<file path="src/rtl/serial_add_pkg.sv">
// Shared definitions for the bit-serial adder controller.
// Exports: state_e (IDLE/RUN/DONE) and clog2() for sizing the bit counter.
package serial_add_pkg;

    typedef enum logic [1:0] {
        IDLE = 2'd0,
        RUN  = 2'd1,
        DONE = 2'd2
    } state_e;

    // Bits needed to count 0..n-1; never less than one so WIDTH=1 still
    // gets a real counter register.
    function automatic int clog2(input int n);
        int r;
        r = 1;
        while ((1 << r) < n) begin
            r = r + 1;
        end
        return r;
    endfunction

endpackage

</file>
<file path="src/rtl/half_adder_cell.sv">
// One-bit half adder; two of these plus an OR form the full-adder slice.
// Ports: i_a, i_b (addend bits) -> o_s (sum bit), o_c (carry bit).
module half_adder_cell (
    input  logic i_a,
    input  logic i_b,
    output logic o_s,
    output logic o_c
);

    assign o_s = i_a ^ i_b;
    assign o_c = i_a & i_b;

endmodule

</file>
<file path="src/rtl/serial_add_ctrl.sv">
// Bit-serial adder: one full-adder slice adds two WIDTH-bit operands LSB first.
// Ports: i_clk, i_rst_n, i_start, i_a, i_b -> o_busy, o_done, o_sum, o_c.
module serial_add_ctrl
    import serial_add_pkg::*;
#(
    parameter int WIDTH = 8
) (
    input  logic             i_clk,
    input  logic             i_rst_n,
    input  logic             i_start,
    input  logic [WIDTH-1:0] i_a,
    input  logic [WIDTH-1:0] i_b,
    output logic             o_busy,
    output logic             o_done,
    output logic [WIDTH-1:0] o_sum,
    output logic             o_c
);

    localparam int            CW   = clog2(WIDTH);
    localparam logic [CW-1:0] LAST = CW'(WIDTH - 1);

    state_e           state_q, state_d;
    logic [WIDTH-1:0] a_q, a_d;
    logic [WIDTH-1:0] b_q, b_d;
    logic [WIDTH-1:0] res_q, res_d;
    logic [WIDTH-1:0] sum_q, sum_d;
    logic [CW-1:0]    cnt_q, cnt_d;
    logic             carry_q, carry_d;
    logic             c_q, c_d;

    logic             s1, c1, s, c2, cout;
    logic [WIDTH-1:0] res_shift;

    half_adder_cell u_ha1 (
        .i_a (a_q[0]),
        .i_b (b_q[0]),
        .o_s (s1),
        .o_c (c1)
    );

    half_adder_cell u_ha2 (
        .i_a (s1),
        .i_b (carry_q),
        .o_s (s),
        .o_c (c2)
    );

    assign cout = c1 | c2;

    // New sum bit enters at the MSB; written with shifts rather than a
    // concatenation so the WIDTH=1 case needs no empty slice.
    assign res_shift = (res_q >> 1) | (WIDTH'(s) << (WIDTH - 1));

    always_comb begin
        state_d = state_q;
        a_d     = a_q;
        b_d     = b_q;
        res_d   = res_q;
        sum_d   = sum_q;
        cnt_d   = cnt_q;
        carry_d = carry_q;
        c_d     = c_q;
        unique case (state_q)
            IDLE: begin
                if (i_start) begin
                    a_d     = i_a;
                    b_d     = i_b;
                    res_d   = '0;
                    cnt_d   = '0;
                    carry_d = 1'b0;
                    state_d = RUN;
                end
            end
            RUN: begin
                a_d     = a_q >> 1;
                b_d     = b_q >> 1;
                res_d   = res_shift;
                carry_d = cout;
                cnt_d   = cnt_q + 1'b1;
                if (cnt_q == LAST) begin
                    sum_d   = res_shift;
                    c_d     = cout;
                    state_d = DONE;
                end
            end
            DONE: begin
                state_d = IDLE;
            end
            default: begin
                state_d = IDLE;
            end
        endcase
    end

    always_ff @(posedge i_clk or negedge i_rst_n) begin
        if (!i_rst_n) begin
            state_q <= IDLE;
            a_q     <= '0;
            b_q     <= '0;
            res_q   <= '0;
            sum_q   <= '0;
            cnt_q   <= '0;
            carry_q <= 1'b0;
            c_q     <= 1'b0;
        end else begin
            state_q <= state_d;
            a_q     <= a_d;
            b_q     <= b_d;
            res_q   <= res_d;
            sum_q   <= sum_d;
            cnt_q   <= cnt_d;
            carry_q <= carry_d;
            c_q     <= c_d;
        end
    end

    assign o_busy = (state_q == RUN);
    assign o_done = (state_q == DONE);
    assign o_sum  = sum_q;
    assign o_c    = c_q;

endmodule

</file>
<file path="config.mk">
export PLATFORM = sky130hd
export DESIGN_NAME = serial_add_ctrl
export DESIGN_NICKNAME = d
export VERILOG_FILES = /design/src/rtl/serial_add_pkg.sv /design/src/rtl/half_adder_cell.sv /design/src/rtl/serial_add_ctrl.sv
export SDC_FILE = /design/constraint.sdc
export NUM_CORES = 1
export LEC_CHECK = 0
export BUFFER_PORTS_ARGS = -buffer_cell sky130_fd_sc_hd__buf_4
export CORE_MARGIN = 2
export CORE_UTILIZATION = 40
export DETAILED_ROUTE_END_ITERATION = 8
export GPL_ROUTABILITY_DRIVEN = 0
export GPL_TIMING_DRIVEN = 0
export SLEW_MARGIN = 25
export SYNTH_ARGS = -nofsm -noshare
export SYNTH_HDL_FRONTEND = slang
export SYNTH_SLANG_ARGS = --single-unit
</file>
<file path="constraint.sdc">
create_clock -name i_clk -period 2.8 [get_ports i_clk]
set_input_delay 0.28 -clock i_clk [delete_from_list [all_inputs] [get_ports i_clk]]
set_output_delay 0.28 -clock i_clk [all_outputs]
set_load 0.1 [all_outputs]
</file>
* Word level (Yosys, flattened, before mapping)
Cells that the tools add are included.
** Operators by class
- $add $sub $neg :: 1
- Equality and inequality tests :: 5
- Muxes and demuxes :: 13
- Bitwise logic cells :: 6
- Reduce and logical (&&, ||, !) cells :: 5
** Operators by type and width (count)
- one-hot mux 8 bit (2 select lines) :: 3
- 2-to-1 mux 8 bit :: 3
- OR 7 x 8 -> 8 bit :: 1
- one-hot mux 3 bit (2 select lines) :: 1
- AND reduction 2 bit :: 3
- 2-to-1 mux 2 bit :: 2
- one-hot mux 2 bit (2 select lines) :: 1
- adder 3 x 1 -> 3 bit (second input constant) :: 1
- equality test 3 bit (second input constant) :: 1
- 2-to-1 mux 3 bit :: 1
- AND 1 bit :: 2
- equality test 2 x 1 -> 1 bit (second input constant) :: 1
- equality test 2 bit (second input constant) :: 1
- zero test 2 bit :: 1
- inequality test 2 x 1 -> 1 bit (second input constant) :: 1
- inequality test 2 bit (second input constant) :: 1
- one-hot mux 1 bit (2 select lines) :: 1
- nonzero test 2 bit :: 1
- XOR 1 bit :: 2
- 2-to-1 mux 1 bit :: 1
- OR 1 bit :: 1
** Word-level totals
- Register bits after elaboration :: 39
- Input port bits :: 19
- Output and inout bits :: 11
- Word-level logic and storage cells :: 38

* Logic depth before layout (Yosys ltp)
Gate-level depths: netlist of the first run.
- Word-level depth :: 4
- Depth in mapped cells :: 6
- Depth with buffers taken out :: 4

* Cells and area by module
A second synthesis of the first run with hierarchy kept.
** Second synthesis, totals
- Cell total of the unflattened synthesis :: 135
- Area total of the unflattened synthesis :: 1670.4 sq um
** By module, submodules not included
- serial_add_ctrl :: instances 1, cells an instance 133, area each 1645.3 sq um, seq. area each 950.9 sq um
- half_adder_cell :: instances 2, cells an instance 1, area each 12.5 sq um, seq. area each 0.0 sq um

* Worst setup path before layout of the first run
Ideal clock, no wire load.
- Kind :: register -> output
- Start point :: register state_q[1]
- End point :: output o_done
- Arrival time :: 1930 ps
- Required time :: 2520 ps
- Setup slack :: 590 ps
- Stages on the path, launching flop included :: 4
- Buffers on the path :: 1
- Cell sequence :: dfrtp_1 -> inv_1 -> buf_2 -> nor2_1
** Between the ends
- Word-level cells in the longest chain between the ends :: 1
** Ends and longest elaborated chain
- start: declaration :: RTL line serial_add_ctrl.sv:22 : state_e state_q, state_d;
- start signal: assignment :: RTL line serial_add_ctrl.sv:106 : state_q <= state_d;
- equality test 2 bit :: RTL line serial_add_ctrl.sv:118 : assign o_done = (state_q == DONE);
- end: declaration :: RTL line serial_add_ctrl.sv:14 : output logic o_done,
Every way passes these cells.

* Worst setup path after layout of the first run
- Start point :: register state_q[1]
- End point :: output o_busy
** Between the ends
- Word-level cells in the longest chain between the ends :: 1
** Ends and longest elaborated chain
- equality test 2 x 1 -> 1 bit :: RTL line serial_add_ctrl.sv:117 : assign o_busy = (state_q == RUN);
- end: declaration :: RTL line serial_add_ctrl.sv:13 : output logic o_busy,
Every way passes these cells.

==> results of run 1 <==
## power breakdown
part | leakage (nW) | switching (mW) | internal, mW
Clock | 0.0683 | 0.201 | 0.357
Combinational | 0.457 | 0.913 | 0.498
Sequential | 0.463 | 0.167 | 0.802
Total | 0.988 | 1.28 | 1.66
## registers in the layout (all words and copies together), names as in the netlist
| name | flops |
|---|---|
| o_sum | 8 |
| res_q | 7 |
| a_q | 8 |
| o_c | 1 |
| state_q | 2 |
| carry_q | 1 |
| b_q | 8 |
| cnt_q | 3 |
## synth_stat cells, types with 2 or more instances
cell type	n
buf_6	2
o22ai_1	19
a22o_1	10
o21ai_0	3
nand2b_1	4
nand2_1	2
buf_2	6
inv_1	3
dfrtp_1	38
ha_1	2
nor2_1	11
a21oi_1	14
mux2_4	9
## cells by family (layout without fill, tap and decap cells)
family	after synthesis	after routing	share of synthesized area, %
fa+ha+maj	3	3	2.733
compound gates	49	49	19.36
flops	38	38	57.71
buf+inv	13	51	5.011
mux	9	9	8.200
simple gates	21	21	6.986
## worst max path at each step
| stage | startpoint | end | slack, ns | cells past startpoint |
|---|---|---|---|---|
| floorplan | state_q[1] | o_done | 0.59 | 3 |
| global placement | state_q[1] | o_busy | 1.23 | 5 |
| detailed placement | state_q[1] | o_busy | 1.25 | 5 |
| CTS | state_q[1] | o_busy | 0.90 | 5 |
| global route | state_q[1] | o_busy | 0.81 | 5 |
| finish | state_q[1] | o_busy | 0.91 | 5 |
## per-stage QoR
stage | cells | setup slack, ns
floorplan | 133 | 0.5896
global placement | 212 | 1.227
detailed placement | 212 | 1.245
CTS | 221 | 0.8971
global route | 221 | 0.8079
finish | 221 | 0.9059
## final cells by class
type | count | area, µm²
Fill cell | 357 | 1896
Clock inverter | 3 | 68.82
Timing Repair Buffer | 30 | 227.7
Buffer | 9 | 60.06
Inverter | 4 | 22.52
Tap cell | 50 | 62.56
Sequential cell | 38 | 950.9
Clock buffer | 5 | 68.82
Multi-Input combinational cell | 82 | 614.3
## critical path: cells and delay by family (launching register included)
kind	cells	cell delay, ns
buffers and inverters	4	0.64
DFF	1	0.48
and+or+nand+nor	1	0.19
## metal layers
| metal | up-vias | wire length (µm) | track usage [%] | part of all wire [%] |
|---|---|---|---|---|
| li1 | 559 | - | - | - |
| met2 | 30 | 1612 | 28.76 | 49 |
| met3 | 7 | 166 | 4.441 | 5.0 |
| met4 | 0 | 57 | 7.500 | 1.7 |
| met1 | 587 | 1473 | 19.94 | 45 |
| met5 | - | 0 | 0 | 0 |
## layout by cell type, fill, tap and decap left out, drive strengths merged
cell | netlist | layout
a21oi | 14 | 14
a22o | 10 | 10
a32o | 1 | 1
and2b | 1 | 1
buf | 9 | 38
bufinv | 0 | 2
clkbuf | 0 | 5
clkinv | 0 | 1
dfrtp | 38 | 38
dlygate4sd3 | 0 | 1
fa | 1 | 1
ha | 2 | 2
inv | 4 | 4
mux2 | 9 | 9
nand2 | 3 | 3
nand2b | 4 | 4
nor2 | 11 | 11
nor3 | 1 | 1
nor4b | 1 | 1
o21ai | 3 | 3
o21ba | 1 | 1
o21bai | 1 | 1
o22ai | 19 | 19
## timing repair
action / in CTS / in global routing
endpoints found under the hold margin: 38 / 0
gates resized for setup: 0 / 0
hold buffers: 1 / 0
==> results.py, run 1 <==
metrics = {
    "critical_path": {
        "cp-start-kind": "flop",
        "ff2ff_path_depth": 4,
        "slowest_delay_ns": 0.48,
        "path_class": "reg2out",
        "cp_slowest_cell": "dfrtp_1",
        "cp_data_arrival_time_ns": 1.61,
        "rrSetupSlack_ns": 1.36,
        "cp_cell_sequence": "nand2b_1 -> buf_6 -> inv_8 -> buf_6 -> buf_4",
        "path_common_cell": "buf_6",
        "crit_required_ns": 2.52,
        "crit_path_max_fanout": 10,
        "r2r-end": "o_sum[1]",
        "cp-end-kind": "output pin",
        "r2r_start": "cnt_q[0]",
    },
    "status": {
        "status": "complete, no violations",
    },
    "routing": {
        "dr.pass1.iters": 4,
        "wire_per_inst_um": 14.98,
        "wirelength_um": 3310,
        "drc_errors": 0,
        "via_per_inst": 5.353,
        "vias": 1183,
        "drt_iter0_drc": 80,
        "antenna_left": 0,
    },
    "clocking": {
        "cts_buffers": 5,
        "clkSinkCount": 38,
        "cts.htree.levels": 2,
        "ctsLongestPathBuffers": 2,
        "cts_setup_buffers": 0,
        "cts_tree": "done",
        "clock_latency_ns": 0.30,
        "clk_pin_slew_ns": 0.08,
        "cts_root_buffer": "clkbuf_8",
    },
    "sta": {
        "setup-tns-final_ns": 0,
        "hold_viol_final": 0,
        "skew_ns": 0.01193,
        "max_clock_freq_mhz": 528.0,
        "setup_viol": 0,
        "period_needed_ns": 1.894,
        "holdWs_ns": 0.2461,
        "rsz0062_at_grt": "no",
        "slew_headroom_pct": 68.52,
        "slew_viol_final": 0,
        "finalCritPeriodShare_pct": 67.65,
        "tightest_slew_ns": 0.4722,
    },
    "floorplan": {
        "die_w_um": 68.19,
        "initial_utilization_pct": 41.49,
        "die_area_mm2": 0.004649,
        "core_area_mm2": 0.003971,
        "ios": 30,
        "num_rows": 23,
        "fp.dieH_um": 68.19,
    },
    "grt": {
        "grt_remaining_overflow": 0,
        "grt_max_degree": 39,
        "grt_pass1_wl_um": 5671,
        "grt_pass1_vias": 1230,
        "grt_antenna_before_repair": 0,
        "grt_usage_pct": 16.88,
    },
    "worst_hold_path": {
        "hp-class": "in2reg",
        "worstHoldStart": "i_b[7]",
        "min_path_cells": 3,
        "holdPathEnd": "b_q[7]",
    },
    "synth": {
        "ys_seq_elements": 38,
        "syn-cell-area_mm2": 0.001648,
        "yosys_warnings": 0,
        "synth-seq-area-share_pct": 57.71,
        "netlist_top_cells_area": "dfrtp_1 58%, mux2_4 8.2%, o22ai_1 7.2%, a22o_1 5.3%, a21oi_1 4.3%",
        "avgSynthCellArea_um2": 12.39,
        "synth_ff_type": "dfrtp_1",
        "async_reset_ff_share_pct": 100.0,
        "yosysUniqueCellTypes": 23,
        "synth.top_cell.area_share_pct": 57.71,
        "yosysTopAreaCell": "dfrtp_1",
        "synthCells": 133,
        "syn_nets": 155,
        "synth-edff-count": 0,
    },
    "finish": {
        "drive_above_1_share_pct": 33.92,
        "syn_to_final_growth_pct": 25.97,
        "diodes": 0,
        "finalInstanceArea_mm2": 0.002076,
        "utilization_pct": 52.27,
        "nNetsFinal": 192,
    },
    "power": {
        "irDropWorstVdd_mv": 0.4868,
        "finalPower_mw": 2.939,
        "leakagePower_nw": 0.9881,
        "power.density_mw_per_mm2": 1416,
    },
    "placement": {
        "port_buffers": 29,
        "dp_hpwl_um": 2294,
        "placed_area_mm2": 0.001928,
    },
    "job": {
        "cap_violations": 0,
    },
}
Power figures use the tool's default switching activity.
==> run 2: changes to the inputs <==
==> constraint.sdc (replaced) <==
create_clock -name i_clk -period 1.6 [get_ports i_clk]
set_input_delay 0.16 -clock i_clk [delete_from_list [all_inputs] [get_ports i_clk]]
set_output_delay 0.16 -clock i_clk [all_outputs]
set_load 0.1 [all_outputs]
==> results.py, run 2 (synthesized netlist as in run 1, its figures left out) <==
metrics = {
    "grt": {
        "grt_remaining_overflow": 0,
        "grt_pass1_wl_um": 5499,
        "grt_pass1_vias": 1143,
        "grt_antenna_before_repair": 0,
        "grt_usage_pct": 16.53,
        "grt_max_degree": 39,
    },
    "finish": {
        "fillers": 362,
        "drive_above_1_share_pct": 35.63,
        "fin_cells": 224,
        "diodes": 0,
        "utilization_pct": 52.27,
        "syn_to_final_growth_pct": 25.97,
        "mostFrequentLayoutCells": "37 x dfrtp_1, 32 x buf_4, 19 x o22ai_1",
        "nNetsFinal": 195,
        "layout_commonest_cell": "dfrtp_1",
    },
    "critical_path": {
        "crit_path_max_fanout": 10,
        "cp-end-kind": "output pin",
        "cp-startpoint": "state_q[1]",
        "r2r-end": "o_sum[3]",
        "ff2ff_path_depth": 4,
        "rrSetupSlack_ns": 0.16,
        "endpoint": "o_done",
        "cp_data_arrival_time_ns": 1.34,
        "crit_required_ns": 1.44,
        "path_class": "reg2out",
        "r2r_start": "cnt_q[0]",
        "cp-start-kind": "flop",
    },
    "placement": {
        "place_ws_ns": 0.1597,
        "placed_cells": 212,
        "port_buffers": 29,
        "dp_hpwl_um": 2264,
    },
    "clocking": {
        "cts_tree": "done",
        "clkSinkCount": 38,
        "cts.htree.levels": 2,
        "clk_pin_slew_ns": 0.08,
        "cts_buffers": 5,
        "ctsLongestPathBuffers": 2,
        "clock_latency_ns": 0.29,
        "cts_root_buffer": "clkbuf_8",
    },
    "power": {
        "power.density_mw_per_mm2": 2372,
        "leakagePower_nw": 0.9886,
        "finalPower_mw": 4.925,
        "irDropWorstVdd_mv": 0.7863,
    },
    "sta": {
        "tightest_slew_ns": 0.4777,
        "slew_viol_final": 0,
        "rsz0062_at_grt": "no",
        "period_needed_ns": 1.502,
        "setup_viol": 0,
        "max_clock_freq_mhz": 665.7,
        "slew_headroom_pct": 68.16,
        "finalCritPeriodShare_pct": 93.89,
        "setup-tns-final_ns": 0,
        "skew_ns": 0.008056,
        "hold_viol_final": 0,
        "finalWorstSetupSlack_ns": 0.09780,
    },
    "routing": {
        "vias": 1141,
        "routed.top_layer": "met4",
        "drc_errors": 0,
        "drt_iter0_drc": 48,
        "wire_per_inst_um": 14.72,
        "wl_met2_um": 1509,
        "via_per_inst": 5.094,
        "wl_met3_um": 168,
        "antenna_left": 0,
        "wirelength_um": 3298,
        "wl_met1_um": 1572,
        "dr.pass1.iters": 4,
    },
    "floorplan": {
        "die_w_um": 68.19,
        "ios": 30,
        "core_area_mm2": 0.003971,
        "initial_utilization_pct": 41.49,
        "num_rows": 23,
        "die_area_mm2": 0.004649,
        "fp.dieH_um": 68.19,
    },
    "worst_hold_path": {
        "hp-class": "in2reg",
        "min_path_cells": 3,
    },
    "status": {
        "status": "complete, no violations",
    },
    "job": {
        "cap_violations": 0,
    },
}
-- run 2: cell count changes in the layout (fill, tap and decap cells not counted), sizes merged --
cell | previous run | this run
buf | 38 | 40
clkbuf | 5 | 8
bufinv | 2 | 0
-- run 2: stage by stage --
step / hold slack, ns / area (µm²)
after floorplan: -0.1356 / 1655
after global placement: 0.1534 / 1936
after detailed placement: 0.1552 / 1936
after CTS: 0.1083 / 2066
after global routing: 0.1042 / 2076
final: 0.1168 / 2076
-- run 2: per-layer routing --
metal  vias to the layer above  GRT usage, %
met5                         -             0
met4                         0         6.000
met3                         6         5.592
met2                        27         25.97
met1                       540         21.18
li1                        568             -
-- run 2: where the power goes --
group / total, mW / internal, mW / switching, mW
Clock: 0.681 / 0.348 / 0.333
Combinational: 2.56 / 0.938 / 1.62
Sequential: 1.69 / 1.41 / 0.282
Total: 4.92 / 2.69 / 2.23
-- run 2: timing repair --
| action | 4_1_cts | 5_1_grt |
|---|---|---|
| setup endpoints to repair | 2 | 2 |
| buffers inserted | 2 | 2 |
| endpoints found under the hold margin | 38 | 0 |
| cloned | 0 | 0 |
| gates resized for setup | 4 | 2 |
| hold buffers | 1 | 0 |
-- run 2: area by class of cell --
cell class	instances	area (µm²)	area share, %
multi-input cells	82	621.8	29.96
inverters	4	22.52	1.085
well taps	50	62.56	3.014
repair buffers	34	270.3	13.02
plain buffers	8	55.05	2.652
clock buffers	7	86.33	4.159
clock inverters	1	5.005	0.2411
flip-flops and latches	38	952.2	45.87
-- run 2: worst min-delay path by stage --
stage	end	from	slack [ns]
2_1_floorplan	a_q[0]	i_rst_n	-0.14
3_3_place_gp	o_sum[0]	i_rst_n	0.15
3_5_place_dp	o_sum[0]	i_rst_n	0.16
4_1_cts	b_q[7]	i_b[7]	0.11
5_1_grt	b_q[7]	i_b[7]	0.10
6_report	b_q[7]	i_b[7]	0.12
-- run 2: worst max-delay path: stages (launching register included) --
cell      delay (ns)
dfrtp_2         0.42
inv_1           0.14
clkbuf_4        0.24
nor2_4          0.03
buf_4           0.22
==> run 3: changes to the inputs <==
--- a/config.mk
+++ b/config.mk
@@ -6,11 +6,13 @@
 export NUM_CORES = 1
 export LEC_CHECK = 0
 export BUFFER_PORTS_ARGS = -buffer_cell sky130_fd_sc_hd__buf_4
-export CORE_MARGIN = 2
-export CORE_UTILIZATION = 40
+export CELL_PAD_IN_SITES_DETAIL_PLACEMENT = 0
+export CELL_PAD_IN_SITES_GLOBAL_PLACEMENT = 1
+export CORE_MARGIN = 10
+export CORE_UTILIZATION = 39
 export DETAILED_ROUTE_END_ITERATION = 8
 export GPL_ROUTABILITY_DRIVEN = 0
-export GPL_TIMING_DRIVEN = 0
+export PLACE_DENSITY_LB_ADDON = 0.1
 export SLEW_MARGIN = 25
 export SYNTH_ARGS = -nofsm -noshare
 export SYNTH_HDL_FRONTEND = slang
==> results.py, run 3 (synthesized netlist as in run 1, its figures left out) <==
metrics = {
    "status": {
        "status": "complete, no violations",
    },
    "finish": {
        "utilization_pct": 50.91,
        "fillers": 365,
        "drive_above_1_share_pct": 35.12,
        "nNetsFinal": 190,
        "layout_commonest_cell": "dfrtp_1",
        "fin_cells": 218,
        "mostFrequentLayoutCells": "37 x dfrtp_1, 35 x buf_4, 19 x o22ai_1",
        "diodes": 0,
        "syn_to_final_growth_pct": 25.36,
        "finalInstanceArea_mm2": 0.002066,
    },
    "grt": {
        "grt_pass1_wl_um": 6203,
        "grt_pass1_vias": 1264,
        "grt_max_degree": 39,
        "grt_antenna_before_repair": 0,
        "grt_usage_pct": 10.45,
        "grt_remaining_overflow": 0,
    },
    "routing": {
        "drt_iter0_drc": 53,
        "dr.pass1.iters": 4,
        "wire_per_inst_um": 16.38,
        "drc_errors": 0,
        "vias": 1131,
        "wirelength_um": 3570,
        "antenna_left": 0,
        "via_per_inst": 5.188,
    },
    "critical_path": {
        "cp-start-kind": "flop",
        "ff2ff_path_depth": 4,
        "r2r_start": "cnt_q[0]",
        "rrSetupSlack_ns": 0.15,
        "r2r-end": "o_c",
        "crit_required_ns": 1.44,
        "crit_path_max_fanout": 12,
        "cp_data_arrival_time_ns": 1.33,
        "path_class": "reg2out",
        "cp-end-kind": "output pin",
    },
    "worst_hold_path": {
        "min_path_cells": 3,
        "hp-class": "in2reg",
        "holdPathEnd": "b_q[7]",
        "worstHoldStart": "i_b[7]",
    },
    "clocking": {
        "clock_latency_ns": 0.28,
        "cts_tree": "done",
        "clk_pin_slew_ns": 0.07,
        "cts.htree.levels": 2,
        "clkSinkCount": 38,
        "ctsLongestPathBuffers": 2,
        "cts_root_buffer": "clkbuf_8",
        "cts_buffers": 5,
    },
    "sta": {
        "tightest_slew_ns": 0.4754,
        "finalCritPeriodShare_pct": 92.88,
        "rsz0062_at_grt": "no",
        "slew_headroom_pct": 68.31,
        "setup-tns-final_ns": 0,
        "skew_ns": 0.005470,
        "max_clock_freq_mhz": 672.9,
        "hold_viol_final": 0,
        "period_needed_ns": 1.486,
        "slew_viol_final": 0,
        "setup_viol": 0,
        "finalWorstSetupSlack_ns": 0.1139,
    },
    "power": {
        "leakagePower_nw": 0.9710,
        "irDropWorstVdd_mv": 0.8646,
        "power.density_mw_per_mm2": 2410,
    },
    "placement": {
        "place_ws_ns": 0.1624,
        "placed_area_mm2": 0.001906,
        "dp_hpwl_um": 2477,
        "port_buffers": 29,
        "placed_cells": 207,
    },
    "floorplan": {
        "die_area_mm2": 0.007225,
        "fp.dieH_um": 85,
        "num_rows": 23,
        "core_area_mm2": 0.004058,
        "ios": 30,
        "initial_utilization_pct": 40.61,
        "die_w_um": 85,
    },
    "job": {
        "cap_violations": 0,
    },
}
[run 3: layer usage]
metal	global-route usage (%)	wire length, µm	vias to the layer above	share of wire [%]
met5	0	0	-	0
met4	3.144	22	0	0.62
met3	5.545	250	2	7.0
met2	16.42	1717	23	48
met1	12.00	1580	547	44
li1	-	-	559	-
[run 3: what timing repair did]
action	in CTS	in global routing
endpoints found under the setup margin	1	2
gates resized for setup	1	4
setup buffers	0	3
endpoints found under the hold margin	38	0
hold buffers	1	0
[run 3: power breakdown]
part	leakage, nW	switching [mW]	internal, mW
combinational	0.452	1.60	0.864
clock	0.0573	0.322	0.499
sequential	0.462	0.291	1.41
total	0.971	2.21	2.77
[run 3: worst max path at each step]
stage,startpoint,endpoint,slack (ns),depth (start not counted)
finish,state_q[1],o_busy,0.11,3
floorplan,cnt_q[0],o_c,0.25,4
CTS,state_q[1],o_done,0.009,3
detailed placement,cnt_q[0],o_c,0.16,4
global placement,cnt_q[0],o_c,0.21,4
global route,state_q[1],o_busy,0.05,3
[run 3: through the flow]
| step | power, mW | hold WS, ns |
|---|---|---|
| 2_1_floorplan | 3.660 | -0.1356 |
| 3_3_place_gp | 4.107 | 0.1574 |
| 3_5_place_dp | 4.157 | 0.1624 |
| 4_1_cts | 5.000 | 0.1255 |
| 5_1_grt | 5.318 | 0.1362 |
| 6_report | 4.979 | 0.1292 |
[run 3: layout make-up]
| class | instances | area [µm²] | area share, % |
|---|---|---|---|
| Sequential cell | 38 | 952.2 | 46.09 |
| Multi-Input combinational cell | 82 | 624.3 | 30.22 |
| Timing Repair Buffer | 37 | 287.8 | 13.93 |
| Clock buffer | 6 | 82.58 | 3.998 |
| Tap cell | 50 | 62.56 | 3.028 |
| Clock inverter | 1 | 30.03 | 1.454 |
| Inverter | 4 | 26.28 | 1.272 |
[run 3: critical path, stage by stage (launching register included)]
cell	delay [ns]
dfrtp_2	0.46
nand2b_2	0.25
inv_8	0.13
buf_8	0.21
